[src/rtl/lbp_gray_arbiter_if.sv]
// Request/response and gray-memory bundle shared by the LBP engines and the gray read-port arbiter.
// slave is the arbiter side; master is the engines + memory side.
interface lbp_gray_arbiter_if #(
    parameter int unsigned NUM_REQ = 2,
    parameter int unsigned ADDR_W  = 14,
    parameter int unsigned DATA_W  = 8
);
    logic [NUM_REQ-1:0]        req_valid;
    logic [NUM_REQ*ADDR_W-1:0] req_addr;
    logic [NUM_REQ-1:0]        req_ready;
    logic [NUM_REQ-1:0]        rsp_valid;
    logic [DATA_W-1:0]         rsp_data;
    logic [NUM_REQ-1:0]        eng_finish;
    logic                      gray_ready;
    logic                      gray_req;
    logic [ADDR_W-1:0]         gray_addr;
    logic [DATA_W-1:0]         gray_data;
    logic                      finish;

    modport master (
        output req_valid, req_addr, eng_finish, gray_ready, gray_data,
        input  req_ready, rsp_valid, rsp_data, gray_req, gray_addr, finish
    );

    modport slave (
        input  req_valid, req_addr, eng_finish, gray_ready, gray_data,
        output req_ready, rsp_valid, rsp_data, gray_req, gray_addr, finish
    );
endinterface

[src/rtl/lbp_gray_arbiter.sv]
// Round-robin arbiter sharing one gray-image read port between NUM_REQ LBP engines.
// Define LBP_ARB_FIXED_PRIO_EN for fixed lowest-index-wins priority instead of round-robin.
module lbp_gray_arbiter #(
    parameter int unsigned NUM_REQ = 2,
    parameter int unsigned ADDR_W  = 14,
    parameter int unsigned DATA_W  = 8,
    parameter int unsigned RD_LAT  = 0
) (
    input logic               clk,
    input logic               reset,
    lbp_gray_arbiter_if.slave bus
);
    localparam int unsigned PtrW  = (NUM_REQ > 1) ? $clog2(NUM_REQ) : 1;
    localparam int unsigned Depth = RD_LAT + 1;

    logic                  grant_vld;
    logic [PtrW-1:0]       grant_idx;
    logic [NUM_REQ-1:0]    grant_oh;
    logic [ADDR_W-1:0]     grant_addr;

    logic                  gray_req_q, gray_req_d;
    logic [ADDR_W-1:0]     gray_addr_q, gray_addr_d;
    logic [Depth-1:0]      tag_vld_q, tag_vld_d;
    logic [Depth-1:0][PtrW-1:0] tag_id_q, tag_id_d;
    logic [NUM_REQ-1:0]    rsp_valid_q, rsp_valid_d;
    logic [DATA_W-1:0]     rsp_data_q, rsp_data_d;
    logic [NUM_REQ-1:0]    done_q, done_d;
    logic                  finish_q, finish_d;

`ifndef LBP_ARB_FIXED_PRIO_EN
    logic [PtrW-1:0]       rr_ptr_q, rr_ptr_d;
    int                    cand;
`endif

    // Arbitration: descending scan so the last hit is the first candidate in priority order.
    always_comb begin
        grant_vld = 1'b0;
        grant_idx = '0;
`ifdef LBP_ARB_FIXED_PRIO_EN
        if (bus.gray_ready) begin
            for (int i = NUM_REQ - 1; i >= 0; i--) begin
                if (bus.req_valid[i]) begin
                    grant_vld = 1'b1;
                    grant_idx = PtrW'(i);
                end
            end
        end
`else
        cand = 0;
        if (bus.gray_ready) begin
            for (int k = NUM_REQ - 1; k >= 0; k--) begin
                cand = (int'(rr_ptr_q) + k) % int'(NUM_REQ);
                if (bus.req_valid[cand]) begin
                    grant_vld = 1'b1;
                    grant_idx = PtrW'(cand);
                end
            end
        end
`endif
    end

    always_comb begin
        grant_oh = '0;
        for (int i = 0; i < NUM_REQ; i++) begin
            grant_oh[i] = grant_vld && (int'(grant_idx) == i);
        end
        grant_addr = bus.req_addr[int'(grant_idx)*ADDR_W +: ADDR_W];
    end

    always_comb begin
        gray_req_d  = grant_vld;
        gray_addr_d = grant_vld ? grant_addr : gray_addr_q;
`ifndef LBP_ARB_FIXED_PRIO_EN
        rr_ptr_d    = grant_vld ? PtrW'((int'(grant_idx) + 1) % int'(NUM_REQ)) : rr_ptr_q;
`endif

        // Tag stage k lines up with the cycle RD_LAT-k before read data is valid.
        tag_vld_d    = '0;
        tag_id_d     = '0;
        tag_vld_d[0] = grant_vld;
        tag_id_d[0]  = grant_idx;
        for (int i = 1; i < Depth; i++) begin
            tag_vld_d[i] = tag_vld_q[i-1];
            tag_id_d[i]  = tag_id_q[i-1];
        end

        rsp_valid_d = '0;
        rsp_data_d  = rsp_data_q;
        if (tag_vld_q[Depth-1]) begin
            rsp_data_d = bus.gray_data;
            for (int i = 0; i < NUM_REQ; i++) begin
                rsp_valid_d[i] = (int'(tag_id_q[Depth-1]) == i);
            end
        end

        done_d   = done_q | bus.eng_finish;
        finish_d = finish_q || ((&done_q) && !(|tag_vld_q) && !gray_req_q);
    end

    always_ff @(posedge clk or posedge reset) begin
        if (reset) begin
            gray_req_q  <= 1'b0;
            gray_addr_q <= '0;
            tag_vld_q   <= '0;
            tag_id_q    <= '0;
            rsp_valid_q <= '0;
            rsp_data_q  <= '0;
            done_q      <= '0;
            finish_q    <= 1'b0;
`ifndef LBP_ARB_FIXED_PRIO_EN
            rr_ptr_q    <= '0;
`endif
        end else begin
            gray_req_q  <= gray_req_d;
            gray_addr_q <= gray_addr_d;
            tag_vld_q   <= tag_vld_d;
            tag_id_q    <= tag_id_d;
            rsp_valid_q <= rsp_valid_d;
            rsp_data_q  <= rsp_data_d;
            done_q      <= done_d;
            finish_q    <= finish_d;
`ifndef LBP_ARB_FIXED_PRIO_EN
            rr_ptr_q    <= rr_ptr_d;
`endif
        end
    end

    assign bus.req_ready = grant_oh;
    assign bus.gray_req  = gray_req_q;
    assign bus.gray_addr = gray_addr_q;
    assign bus.rsp_valid = rsp_valid_q;
    assign bus.rsp_data  = rsp_data_q;
    assign bus.finish    = finish_q;

endmodule
[src/flat_wrapper.sv]
// flat-port wrapper written by rule: the top's interface ports become plain ports
module lbp_gray_arbiter_flat 
#(
    parameter int unsigned NUM_REQ = 2,
    parameter int unsigned ADDR_W  = 14,
    parameter int unsigned DATA_W  = 8,
    parameter int unsigned RD_LAT  = 0
)
  (clk, reset, bus_req_valid, bus_req_addr, bus_eng_finish, bus_gray_ready, bus_gray_data, bus_req_ready, bus_rsp_valid, bus_rsp_data, bus_gray_req, bus_gray_addr, bus_finish);
  lbp_gray_arbiter_if #(.NUM_REQ(NUM_REQ), .ADDR_W(ADDR_W), .DATA_W(DATA_W)) bus_i ();
  input logic clk;
  input logic reset;
  input wire logic [$bits(bus_i.req_valid)-1:0] bus_req_valid;
  input wire logic [$bits(bus_i.req_addr)-1:0] bus_req_addr;
  input wire logic [$bits(bus_i.eng_finish)-1:0] bus_eng_finish;
  input wire logic [$bits(bus_i.gray_ready)-1:0] bus_gray_ready;
  input wire logic [$bits(bus_i.gray_data)-1:0] bus_gray_data;
  output wire logic [$bits(bus_i.req_ready)-1:0] bus_req_ready;
  output wire logic [$bits(bus_i.rsp_valid)-1:0] bus_rsp_valid;
  output wire logic [$bits(bus_i.rsp_data)-1:0] bus_rsp_data;
  output wire logic [$bits(bus_i.gray_req)-1:0] bus_gray_req;
  output wire logic [$bits(bus_i.gray_addr)-1:0] bus_gray_addr;
  output wire logic [$bits(bus_i.finish)-1:0] bus_finish;
  assign bus_i.req_valid = bus_req_valid;
  assign bus_i.req_addr = bus_req_addr;
  assign bus_i.eng_finish = bus_eng_finish;
  assign bus_i.gray_ready = bus_gray_ready;
  assign bus_i.gray_data = bus_gray_data;
  assign bus_req_ready = bus_i.req_ready;
  assign bus_rsp_valid = bus_i.rsp_valid;
  assign bus_rsp_data = bus_i.rsp_data;
  assign bus_gray_req = bus_i.gray_req;
  assign bus_gray_addr = bus_i.gray_addr;
  assign bus_finish = bus_i.finish;
  lbp_gray_arbiter #(.NUM_REQ(NUM_REQ), .ADDR_W(ADDR_W), .DATA_W(DATA_W), .RD_LAT(RD_LAT)) u_core (.clk(clk), .reset(reset), .bus(bus_i));
endmodule
[config.mk]
export PLATFORM = sky130hd
export DESIGN_NAME = lbp_gray_arbiter_flat
export DESIGN_NICKNAME = d
export VERILOG_FILES = /design/src/rtl/lbp_gray_arbiter_if.sv /design/src/rtl/lbp_gray_arbiter.sv /design/src/flat_wrapper.sv
export SDC_FILE = /design/constraint.sdc
export NUM_CORES = 1
export LEC_CHECK = 0
export CORE_UTILIZATION = 37
export DETAILED_ROUTE_END_ITERATION = 8
export GPL_TIMING_DRIVEN = 0
export MAX_ROUTING_LAYER = met4
export PLACE_DENSITY = 0.76
export SETUP_SLACK_MARGIN = 0.5
export SLEW_MARGIN = 15
export SYNTH_ARGS = -nofsm -noshare
export SYNTH_HDL_FRONTEND = slang
export SYNTH_SLANG_ARGS = --single-unit
[constraint.sdc]
create_clock -name clk -period 1.4 [get_ports clk]
set_input_delay 0.14 -clock clk [delete_from_list [all_inputs] [get_ports clk]]
set_output_delay 0.14 -clock clk [all_outputs]
set_load 0.01 [all_outputs]
After elaboration in Yosys (flattened, before gate mapping)

Cells that the tools add are included.
Widths: inputs -> output; s select.

Bits in registers: 30
Input bits: 43
Output and inout bits: 28
Word-level logic and storage cells: 37

Add/subtract/negate cells: 2
$mul: 1
Magnitude comparators: 2
Shifts and indexed selects: 1
Multiplexer cells: 12
Bitwise gates (word level): 4
Reduce and logical (&&, ||, !) cells: 7

Operators with widths:

| kind                | number |
|---|---|
| $shiftx 28x6->14    | 1 |
| $mux 1              | 11 |
| $logic_and 1x1->1   | 4 |
| $mul 1x3->4 const B | 1 |
| $lt 2x3->1 const B  | 1 |
| $add 1x1->1 const B | 2 |
| $lt 1x2->1 const B  | 1 |
| $mux 2              | 1 |
| $not 1->1           | 2 |
| $or 2x2->2          | 1 |
| $reduce_and 2->1    | 1 |
| $and 1x1->1 const A | 1 |
| $logic_not 1->1     | 1 |
| $logic_or 1x1->1    | 1 |

Depth between registers and ports, before layout

Gate-level depths: netlist of the first run.

Word-level depth: 10
Depth in mapped cells: 5
Mapped depth without buffers: 4

Least setup slack after synthesis of the first run

Ideal clock, no wire load.

Path type: register -> register
Start point: register u_core.rr_ptr_q
End point: register u_core.gray_addr_q[1], in the netlist u_core.bus.gray_addr[1]
Setup time: 0.126 ns
Arrival time: 1.151 ns
Required time: 1.274 ns
Path slack: 0.123 ns
Stages on the path, launching flop included: 5
Path buffers: 1
Clock period less this slack: 1.277 ns
Cells stage by stage: dfrtp_1 nor2b_4 nor2_1 buf_2 a221o_1

Cells in the longest elaborated chain, start to end: 9
Elaborated cells between the ends (all ways): 14
Those cells by class: add/sub (1); mul (1); shift (1); mux (11)

Ends and longest elaborated chain:

| what                                       | line                    | source |
|---|---|---|
| from (decl)                                | lbp_gray_arbiter.sv:31  | `logic [PtrW-1:0] rr_ptr_q, rr_ptr_d;` |
| from (signal assigned)                     | lbp_gray_arbiter.sv:123 | `rr_ptr_q <= rr_ptr_d;` |
| $add 1x1->1                                | lbp_gray_arbiter.sv:52  | `cand = (int'(rr_ptr_q) + k) % int'(NUM_REQ);` |
| $mux 1 (not written as such) (3 in series) | lbp_gray_arbiter.sv:53  | `if (bus.req_valid[cand]) begin` |
| $mux 1                                     | lbp_gray_arbiter.sv:53  |  |
| $mux 1 (*)                                 | lbp_gray_arbiter.sv:53  |  |
| $mux 1 (*)                                 | lbp_gray_arbiter.sv:50  | `if (bus.gray_ready) begin` |
| named net u_core.grant_idx                 | lbp_gray_arbiter.sv:17  | `logic [PtrW-1:0] grant_idx;` |
| $mul 1x3->4 (*)                            | lbp_gray_arbiter.sv:67  | `grant_addr = bus.req_addr[int'(grant_idx)*ADDR_W +: ADDR_W];` |
| $shiftx 28x6->14 (*)                       | lbp_gray_arbiter.sv:67  |  |
| to (signal assigned)                       | lbp_gray_arbiter.sv:115 | `gray_addr_q <= gray_addr_d;` |
| to (decl)                                  | lbp_gray_arbiter.sv:22  | `logic [ADDR_W-1:0] gray_addr_q, gray_addr_d;` |

Mark *: on every way through the listed nets, which the timed path passes. The rest lies on a longest branch. The select of a mux whose other input is x is not followed.
A chain may end at the register's enable or synchronous reset.

Final worst setup path of the first run

Start point: register u_core.rr_ptr_q
End point: register u_core.gray_addr_q[8], in the netlist u_core.bus.gray_addr[8]

Same word-level chain as after synthesis.

==> out/metrics.csv, run 1 <==
metric,value,unit
total_power,0.00219,W
rows,20,
grt-ovfl-total,0,
dr_wl_met2,1880,µm
clk_latency,0.31,ns
yosysUniqueCellTypes,22,
grt_first_pass_wirelength,5440,µm
power_switching,0.000573,W
p_per_area,973,mW/mm²
wl_per_cell,14.5,µm
fin_nets,238,
violations,negative setup slack,
syn_area,0.00122,mm²
combPwrFrac,31.0,%
arrival,1.59,ns
drc,0,
critical_path.max_fanout,5,
cts_made_buffers,5,
root_buffer,clkbuf_4,
drive_above_1_share,43.8,%
drtIter0Drc,18,
critPathCaptureType,flip-flop,
worstMarginPinSlew,0.618,ns
pre_cts_slack,-0.566,ns
path_buf_inv,3,
r2r_setup_slack,-0.004,ns
r2r_cells,6,
status,"finished, violations left",
fmax,712,MHz
gp_congestion,0.745,
required,1.59,ns
critical_path_class,flip-flop to flip-flop,
grt_pass1_vias,1230,
finalSetupViolCount,1,
yosysSeqAreaShare,61.5,%
met3_length,219,µm
finalHoldViolCount,0,
yosysWarnings,0,
swShare,26.2,%
grt_max_degree,31,
cp_cell_sequence,nor2b_4 > buf_6 > buf_6 > nor2_4 > buf_6 > a221o_1,
wirelength,3450,µm
p_seq_share,46.8,%
worstReg2RegEnd,u_core.bus.gray_addr[8],
maxCapViolations,0,
die_y,59.5,µm
syn_to_final_growth,84.2,%
clock_skew,0.00736,ns
period_needed,1.40,ns
cp_slowest_stage_delay,0.44,ns
antenna_found_initial,0,
r2r_start,u_core.rr_ptr_q,
drv_slew,0,
ios,71,
n_antenna_cell,0,
cts_buffer_depth,2,
dieArea,0.00353,mm²
cp_common_cell,buf_6,
cts_tree,done,
htreeDepth,2,
ir_drop,0.504,mV
synth_nets,136,
critPathTopFamily,flip-flops,
synth_seq_cells,30,
coreArea,0.00310,mm²
highest_layer,met4,
post-route-period-util,100,%
via_count,1153,
p_int,0.00162,W
cts_sinks,30,
io_buffers,70,
track_usage,22.0,%
worstSetupStartpointType,flip-flop,
initial_core_util,39.4,%
fin_ws,-0.00438,ns
slew_headroom,58.7,%
pwr-share-clk,22.2,%
firstDrtPassIters,3,
p_leak,1.05,nW
drt-met1-wl,1340,µm
hp-class,input pin to async pin,
rsz0062_at_grt,true,
cts_hold_buf,0,
antenna_left,0,
clk_pin_slew,0.09,ns
die_w,59.5,µm
place_hpwl,2350,µm
cp_slowest_cell,dfrtp_2,
viasPerCell,4.84,
syn_inst,93,
synth.avg_cell_area,13.1,µm²
hold-worst-slack,0.262,ns
-- layout make-up --
class                           count  area [µm²]
Sequential cell                    30         752
Fill cell                         237         853
Inverter                            3        15.0
Clock buffer                        6        51.3
Buffer                              4        52.6
Timing Repair Buffer               95         827
Tap cell                           44        55.1
Multi-Input combinational cell     56         497
-- cells in the mapped netlist --
master	n	share of area, %
or2_2	2	1.0
mux2_1	6	5.5
nor2b_1	1	0.51
a31oi_1	3	1.5
dfrtp_1	30	61
buf_6	1	0.92
nor2_1	7	2.2
inv_2	1	0.31
o2111ai_1	3	2.2
buf_2	1	0.41
o21ai_2	1	0.72
and2_1	12	6.1
nor2b_4	1	1.1
nand2_2	1	0.51
a221o_1	11	9.0
nand2_1	1	0.31
clkbuf_1	2	0.61
inv_1	2	0.61
o21bai_1	1	0.61
o21ai_0	3	1.2
mux2_2	2	1.8
o21a_4	1	1.2
-- per-layer routing --
metal | vias up | track usage (%)
met2 | 46 | 41.3
li1 | 542 | -
met5 | - | -
met4 | 0 | 5.10
met3 | 3 | 6.33
met1 | 562 | 22.3
-- cells in the final DEF, fill, tap and decap left out, drive strengths merged --
cell type       n
a221o          11
a31oi           3
and2           12
buf            55
clkbuf          8
clkdlybuf4s50  39
clkinvlp        1
dfrtp          30
dlygate4sd2     2
dlymetal6s2s    1
inv             2
mux2            8
nand2           2
nor2            7
nor2b           2
o2111ai         3
o21a            1
o21ai           4
o21bai          1
or2             2
-- power groups by stage --
stage / registers [W] / logic (W) / clock network [W]
detailed placement: 0.00104 / 0.000618 / 0
CTS: 0.00102 / 0.000644 / 0.000509
finish: 0.00102 / 0.000679 / 0.000486
floorplan: 0.00108 / 0.000204 / 0
global placement: 0.00104 / 0.000607 / 0
global route: 0.00104 / 0.000728 / 0.000538
-- worst max path at each step --
stage,start,end,slack (ns),cells past startpoint
final,u_core.rr_ptr_q,u_core.bus.gray_addr[8],-0.004,6
after global routing,u_core.rr_ptr_q,u_core.bus.gray_addr[6],-0.04,6
after CTS,u_core.rr_ptr_q,u_core.bus.gray_addr[8],-0.005,6
after detailed placement,bus_req_valid[1],bus_req_ready[0],-0.57,6
after floorplan,u_core.rr_ptr_q,u_core.bus.gray_addr[1],0.18,4
after global placement,bus_req_valid[1],bus_req_ready[0],-0.53,6
-- registers in the layout (all words and copies together), names as in the netlist --
| signal | flops |
|---|---|
| u_core.done_q | 2 |
| u_core.bus.gray_req | 1 |
| u_core.bus.finish | 1 |
| u_core.bus.rsp_valid | 2 |
| u_core.bus.rsp_data | 8 |
| u_core.bus.gray_addr | 14 |
| u_core.rr_ptr_q | 1 |
| u_core.tag_id_q | 1 |
-- stage by stage --
stage	instance area (µm²)	setup TNS (ns)	util, %	std cells
after CTS	2160	-0.00668	69.7	232
after global placement	2030	-5.87	65.3	207
after detailed placement	2030	-7.05	65.3	207
final	2250	-0.00438	72.5	238
after global routing	2250	-0.246	72.5	238
after floorplan	1270	0	-	93
-- kinds of logic after synthesis --
logic type	Yosys count	share of synthesized area, %
AO/OA/AOI/OAI	23	16.5
flip-flops	30	61.5
buffers and inverters	7	2.87
multiplexers	8	7.38
AND/OR/NAND/NOR	25	11.8
-- worst register-to-register path, stage by stage (launching register included) --
cell     delay (ns)
dfrtp_2        0.44
nor2b_4        0.14
buf_6          0.12
buf_6          0.10
nor2_4         0.05
buf_6          0.13
a221o_1        0.31
-- what timing repair did --
item | in CTS | in global routing
gates cloned | 2 | 0
pin swaps | 7 | 4
setup buffers | 17 | 6
endpoints found under the setup margin | 81 | 55
endpoints found under the hold margin | 0 | 0
resized for setup | 134 | 9
Note: power is estimated with default switching activity, not from simulation.
==> inputs of run 2 (changes only) <==
--- a/config.mk
+++ b/config.mk
@@ -5,11 +5,12 @@
 export SDC_FILE = /design/constraint.sdc
 export NUM_CORES = 1
 export LEC_CHECK = 0
-export CORE_UTILIZATION = 37
+export ABC_AREA = 1
+export CORE_UTILIZATION = 42
 export DETAILED_ROUTE_END_ITERATION = 8
 export GPL_TIMING_DRIVEN = 0
 export MAX_ROUTING_LAYER = met4
-export PLACE_DENSITY = 0.76
+export PLACE_DENSITY = 0.82
 export SETUP_SLACK_MARGIN = 0.5
 export SLEW_MARGIN = 15
 export SYNTH_ARGS = -nofsm -noshare
==> constraint.sdc (replaced) <==
create_clock -name clk -period 1.8 [get_ports clk]
set_input_delay 0.18 -clock clk [delete_from_list [all_inputs] [get_ports clk]]
set_output_delay 0.18 -clock clk [all_outputs]
set_load 0.01 [all_outputs]
==> out/metrics.csv, run 2 <==
metric,value,unit,change
die_w,58.7,µm,-1.3%
synth_seq_cells,30,,unchanged
rows,20,,unchanged
rsz0062_at_grt,true,,
period_needed,1.35,ns,
ys_top_cells_by_area,"dfrtp_1 (56%), nand2_1 (16%), nand3_1 (7.4%)",,
io_buffers,70,,unchanged
grt_max_degree,31,,unchanged
worstSetupStartpointType,flip-flop,,
cts_tree,done,,
track_usage,22.9,%,+0.90 points
status,completed,,
cp_cell_sequence,inv_2 > nand2_4 > nand2_8 > buf_8 > inv_2 > buf_6,,
synth.avg_cell_area,9.31,µm²,-29%
synth_area_leader_cell,dfrtp_1,,
finalSetupViolCount,0,,-1
cts_hold_buf,0,,unchanged
syn_to_final_growth,64.7,%,
yosysWarnings,0,,unchanged
critPathCaptureType,output port,,
wirelength,3490,µm,+1.0%
startpoint,u_core.rr_ptr_q,,
drc,0,,unchanged
grt-ovfl-total,0,,unchanged
final_cell_mix,"nand2_1 (54), clkdlybuf4s50_1 (41), dfrtp_1 (30)",,
arrival,1.17,ns,-0.42 ns
place_hpwl,2510,µm,+6.9%
synth_top_flop_cell,dfrtp_1,,
synth_nets,188,,+38%
initial_core_util,44.2,%,+4.9 points
largest_reg_flops,14,,unchanged
clk_pin_slew,0.09,ns,about the same
cp_slowest_cell,dfrtp_1,,
antenna_left,0,,unchanged
syn_inst,145,,+56%
stdcell_count,275,,+16%
gp_congestion,0.751,,+0.78%
ir_drop,0.396,mV,-21%
syn_area,0.00135,mm²,+11%
die_y,58.7,µm,-1.3%
viasPerCell,4.61,,-4.9%
critical_path_class,flip-flop to output port,,
r2r_start,u_core.rr_ptr_q,,
cp_slowest_stage_delay,0.38,ns,-0.06 ns
fin_area,0.00222,mm²,-1.2%
total_power,0.00166,W,-24%
firstDrtPassIters,3,,unchanged
grt_first_pass_wirelength,5630,µm,+3.5%
p_leak,1.14,nW,+9.2%
dp_cells,259,,+25%
via_count,1267,,+9.9%
hp-class,input pin to async pin,,
wl_per_cell,12.7,µm,-13%
yosysSeqAreaShare,55.6,%,-5.9 points
synth_common_cells,"nand2_1 (56), dfrtp_1 (30), nand3_1 (20)",,
cts_buffer_depth,2,,unchanged
p_per_area,745,mW/mm²,-23%
yosysUniqueCellTypes,18,,-18%
finalHoldViolCount,0,,unchanged
n_antenna_cell,0,,unchanged
multi_input_area,492,µm²,-1.0%
dieArea,0.00345,mm²,-2.5%
maxCapViolations,0,,unchanged
critical_path.max_fanout,4,,-1
cp_common_cell,inv_2,,
synth_top_area_share,55.6,%,-5.9 points
fillers,249,,+5.1%
placed_area,0.00211,mm²,+3.9%
clock_skew,0.00912,ns,+0.00175 ns
cts_sinks,30,,unchanged
antenna_found_initial,0,,unchanged
cts_made_buffers,5,,unchanged
drive_above_1_share,21.6,%,-22 points
async_flop_share,100,%,unchanged
yosysMostFrequentCell,nand2_1,,
slew_headroom,58.4,%,-0.31 points
drv_slew,0,,unchanged
root_buffer,clkbuf_4,,
grt_pass1_vias,1287,,+4.6%
fmax,742,MHz,
ios,71,,unchanged
fin_nets,275,,+16%
seqCellArea,751,µm²,-0.17%
drtIter0Drc,72,,+54
htreeDepth,2,,unchanged
final_common_cell,nand2_1,,
coreArea,0.00305,mm²,-1.6%
synth_edf_count,0,,unchanged
post-route-period-util,74.9,%,
required,1.62,ns,+0.03 ns
clk_latency,0.32,ns,about the same
worstMarginPinSlew,0.623,ns,+0.00508 ns
==> run 2: cell types whose count changed after synthesis, sizes merged, moves of 6 or more <==
| cell | previous run | this run |
|---|---|---|
| nand2 | 2 | 62 |
| nand3 | 0 | 28 |
| and2 | 12 | 0 |
| inv | 3 | 15 |
| a221o | 11 | 0 |
| mux2 | 8 | 0 |
| nor2 | 7 | 1 |
==> run 2: what timing repair did <==
item / 4_1_cts / 5_1_grt
pin swaps: 4 / 3
endpoints found under the setup margin: 28 / 8
gates resized for setup: 42 / 4
buffers inserted: 7 / 3
gates cloned: 0 / 0
==> run 2: per-layer routing <==
metal | track usage [%] | share of wire (%) | vias up
li1 | - | - | 621
met4 | 9.18 | 1.7 | 0
met5 | - | 0 | -
met1 | 25.3 | 38 | 586
met3 | 5.05 | 8.9 | 7
met2 | 40.2 | 51 | 53
==> run 2: power by group <==
part	switching, W	total, W	internal [W]	leakage (nW)
Clock	0.000209	0.000385	0.000176	0.0302
Combinational	0.000223	0.000478	0.000255	0.760
Sequential	0.0000397	0.000793	0.000754	0.354
==> run 2: per-stage QoR <==
step / worst slack, ns / hold slack [ns] / setup TNS [ns] / util, %
final: 0.452 / 0.264 / 0 / 72.8
after global routing: 0.397 / 0.307 / 0 / 72.8
after CTS: 0.434 / 0.393 / 0 / 71.7
after detailed placement: -0.0727 / 0.430 / -0.0727 / 69.0
after global placement: -0.0547 / 0.410 / -0.0547 / 69.0
after floorplan: 0.786 / 0.271 / 0 / -
==> run 2: layout make-up <==
class	instances	area share (%)
Clock buffer	6	2.31
Timing Repair Buffer	80	33.7
Tap cell	44	2.48
Buffer	5	2.81
Multi-Input combinational cell	95	22.1
Inverter	15	2.87
Sequential cell	30	33.8
==> run 2: worst paths after layout <==
kind | to | slack (ns) | cells after the start
setup reg to reg | u_core.bus.gray_addr[8] | 0.54 | 9
min in group clk | u_core.bus.rsp_data[7] | 0.41 | 3
hold reg to reg | u_core.bus.rsp_valid[0] | 0.43 | 1
max in group asynchronous | u_core.bus.rsp_data[2] | 1.12 | 2
setup / recovery | bus_req_ready[1] | 0.45 | 6
hold / removal | u_core.bus.gray_addr[7] | 0.26 | 2
==> run 2: worst max-delay path: cells and delay by family (launching register included) <==
family / cells / cell delay (ns)
DFF: 1 / 0.38
buffers and inverters: 4 / 0.31
and+or+nand+nor: 2 / 0.16
==> run 2: cells by family after synthesis <==
logic type	after synthesis	share of synthesized area (%)
AOI/OAI and AO/OA	2	1.02
and+or+nand+nor	93	34.3
buffers and inverters	20	9.08
DFF	30	55.6
==> inputs of run 3 (changes only) <==
--- a/config.mk
+++ b/config.mk
@@ -6,11 +6,11 @@
 export NUM_CORES = 1
 export LEC_CHECK = 0
 export ABC_AREA = 1
-export CORE_UTILIZATION = 42
+export CORE_UTILIZATION = 39
 export DETAILED_ROUTE_END_ITERATION = 8
 export GPL_TIMING_DRIVEN = 0
 export MAX_ROUTING_LAYER = met4
-export PLACE_DENSITY = 0.82
+export PLACE_DENSITY = 0.77
 export SETUP_SLACK_MARGIN = 0.5
 export SLEW_MARGIN = 15
 export SYNTH_ARGS = -nofsm -noshare
==> constraint.sdc (replaced) <==
create_clock -name clk -period 1.3 [get_ports clk]
set_input_delay 0.13 -clock clk [delete_from_list [all_inputs] [get_ports clk]]
set_output_delay 0.13 -clock clk [all_outputs]
set_load 0.01 [all_outputs]
==> out/metrics.csv, run 3 (same netlist as run 2, synthesis figures left out) <==
metric,value,unit,change
maxCapViolations,0,,unchanged
syn_to_final_growth,82.9,%,
coreArea,0.00318,mm²,+4.1%
p_per_area,998,mW/mm²,+34%
cts_sinks,30,,unchanged
clk_latency,0.33,ns,about the same
drive_above_1_share,46.4,%,+25 points
critPathCaptureType,output port,,
placed_area,0.00212,mm²,+0.89%
cts_buffer_depth,2,,unchanged
worstMarginPinSlew,0.623,ns,+0.000566 ns
antenna_left,0,,unchanged
critical_path.max_fanout,4,,unchanged
place_hpwl,2390,µm,-4.8%
wl_per_cell,13.6,µm,+7.4%
drc,0,,unchanged
largest_reg_flops,14,,unchanged
grt_pass1_vias,1316,,+2.3%
firstDrtPassIters,4,,+1
fmax,787,MHz,
drv_slew,0,,unchanged
period_needed,1.27,ns,
io_buffers,70,,unchanged
cts_tree,done,,
hp-class,input pin to async pin,,
rsz0062_at_grt,true,,
post-route-period-util,97.7,%,
worstSetupEndpoint,bus_req_ready[1],,
ir_drop,0.575,mV,+45%
fillers,219,,-12%
cts_hold_buf,0,,unchanged
critical_path_class,flip-flop to output port,,
viasPerCell,4.78,,+3.8%
worstReg2RegEnd,u_core.bus.gray_addr[1],,
startpoint,u_core.rr_ptr_q,,
slew_headroom,58.4,%,-0.065 points
dieArea,0.00370,mm²,+7.4%
htreeDepth,2,,unchanged
r2r_cells,8,,-1
dp_cells,259,,unchanged
cts_made_buffers,5,,unchanged
hold-worst-slack,0.230,ns,-0.0338 ns
drtIter0Drc,33,,-54%
n_antenna_cell,0,,unchanged
clk_pin_slew,0.10,ns,about the same
final_cell_mix,"clkdlybuf4s50_1 (39), nand2_1 (35), dfrtp_1 (30)",,
grt_first_pass_wirelength,5570,µm,-1.1%
stdcell_count,292,,+6.2%
rows,20,,unchanged
via_count,1397,,+10%
r2r_setup_slack,0.15,ns,-0.39 ns
clock_skew,0.0104,ns,+0.00124 ns
arrival,1.14,ns,-0.03 ns
grt-ovfl-total,0,,unchanged
finalSetupViolCount,0,,unchanged
gp_congestion,0.696,,-7.2%
p_leak,1.27,nW,+11%
track_usage,22.1,%,-0.84 points
required,1.17,ns,-0.45 ns
die_y,60.8,µm,+3.6%
die_w,60.8,µm,+3.6%
finalHoldViolCount,0,,unchanged
grt_max_degree,31,,unchanged
initial_core_util,42.5,%,-1.7 points
antenna_found_initial,0,,unchanged
ios,71,,unchanged
status,completed,,
tns,0,ns,unchanged
r2r_start,u_core.rr_ptr_q,,
final_common_cell,clkdlybuf4s50_1,,
wirelength,3980,µm,+14%
root_buffer,clkbuf_4,,
fin_nets,291,,+5.8%
fin_area,0.00247,mm²,+11%
worstSetupStartpointType,flip-flop,,
## run 3: timing repair
item                       CTS  global route
setup endpoints to repair   78            56
gates resized for setup    128            46
setup buffers               16             7
pin swaps                    4             8
gates cloned                 3             0
## run 3: worst min-delay path by stage
stage / slack (ns) / end / from / cells after the start
finish: 0.23 / u_core.bus.gray_addr[6] / reset / 2
CTS: 0.24 / u_core.bus.gray_addr[6] / reset / 2
detailed placement: 0.42 / u_core.bus.rsp_valid[0] / u_core.tag_id_q / 1
floorplan: 0.22 / u_core.bus.finish / reset / 1
global route: 0.27 / u_core.bus.gray_addr[6] / reset / 2
global placement: 0.41 / u_core.bus.rsp_valid[0] / u_core.tag_id_q / 1
## run 3: per-stage QoR
step | setup slack (ns) | utilization, % | total power (W)
floorplan | 0.333 | - | 0.00141
global placement | -0.441 | 66.9 | 0.00180
detailed placement | -0.464 | 66.9 | 0.00182
CTS | 0.00553 | 70.3 | 0.00234
global route | -0.0331 | 77.7 | 0.00260
finish | 0.0295 | 77.7 | 0.00246
## run 3: routing by layer
metal  global-route usage [%]  wire [µm]  share of wire [%]
met1                     22.5       1460                 37
met2                     39.7       2170                 55
met3                     6.82        288                7.2
met4                     7.79         63                1.6
met5                        -          0                  0
## run 3: report_power, final
group / switching, W / internal, W
logic: 0.000385 / 0.000473
registers: 0.0000674 / 0.00104
clock network: 0.000301 / 0.000194
total: 0.000754 / 0.00171
## run 3: final cells by class
type | count | area, µm² | share of cell area, %
repair inverters | 1 | 16.3 | 0.659
repair buffers | 95 | 830 | 33.6
clock inverters | 2 | 10.0 | 0.405
plain buffers | 5 | 81.3 | 3.29
well taps | 44 | 55.1 | 2.23
inverters | 15 | 85.1 | 3.45
clock buffers | 5 | 37.5 | 1.52
multi-input cells | 95 | 603 | 24.4
flip-flops and latches | 30 | 751 | 30.4
## run 3: worst max-delay path, cell delays in order, from the launching register on
cell     delay (ns)
dfrtp_1        0.38
inv_2          0.07
nand2_4        0.07
nand2_8        0.07
buf_8          0.10
inv_4          0.02
buf_6          0.10
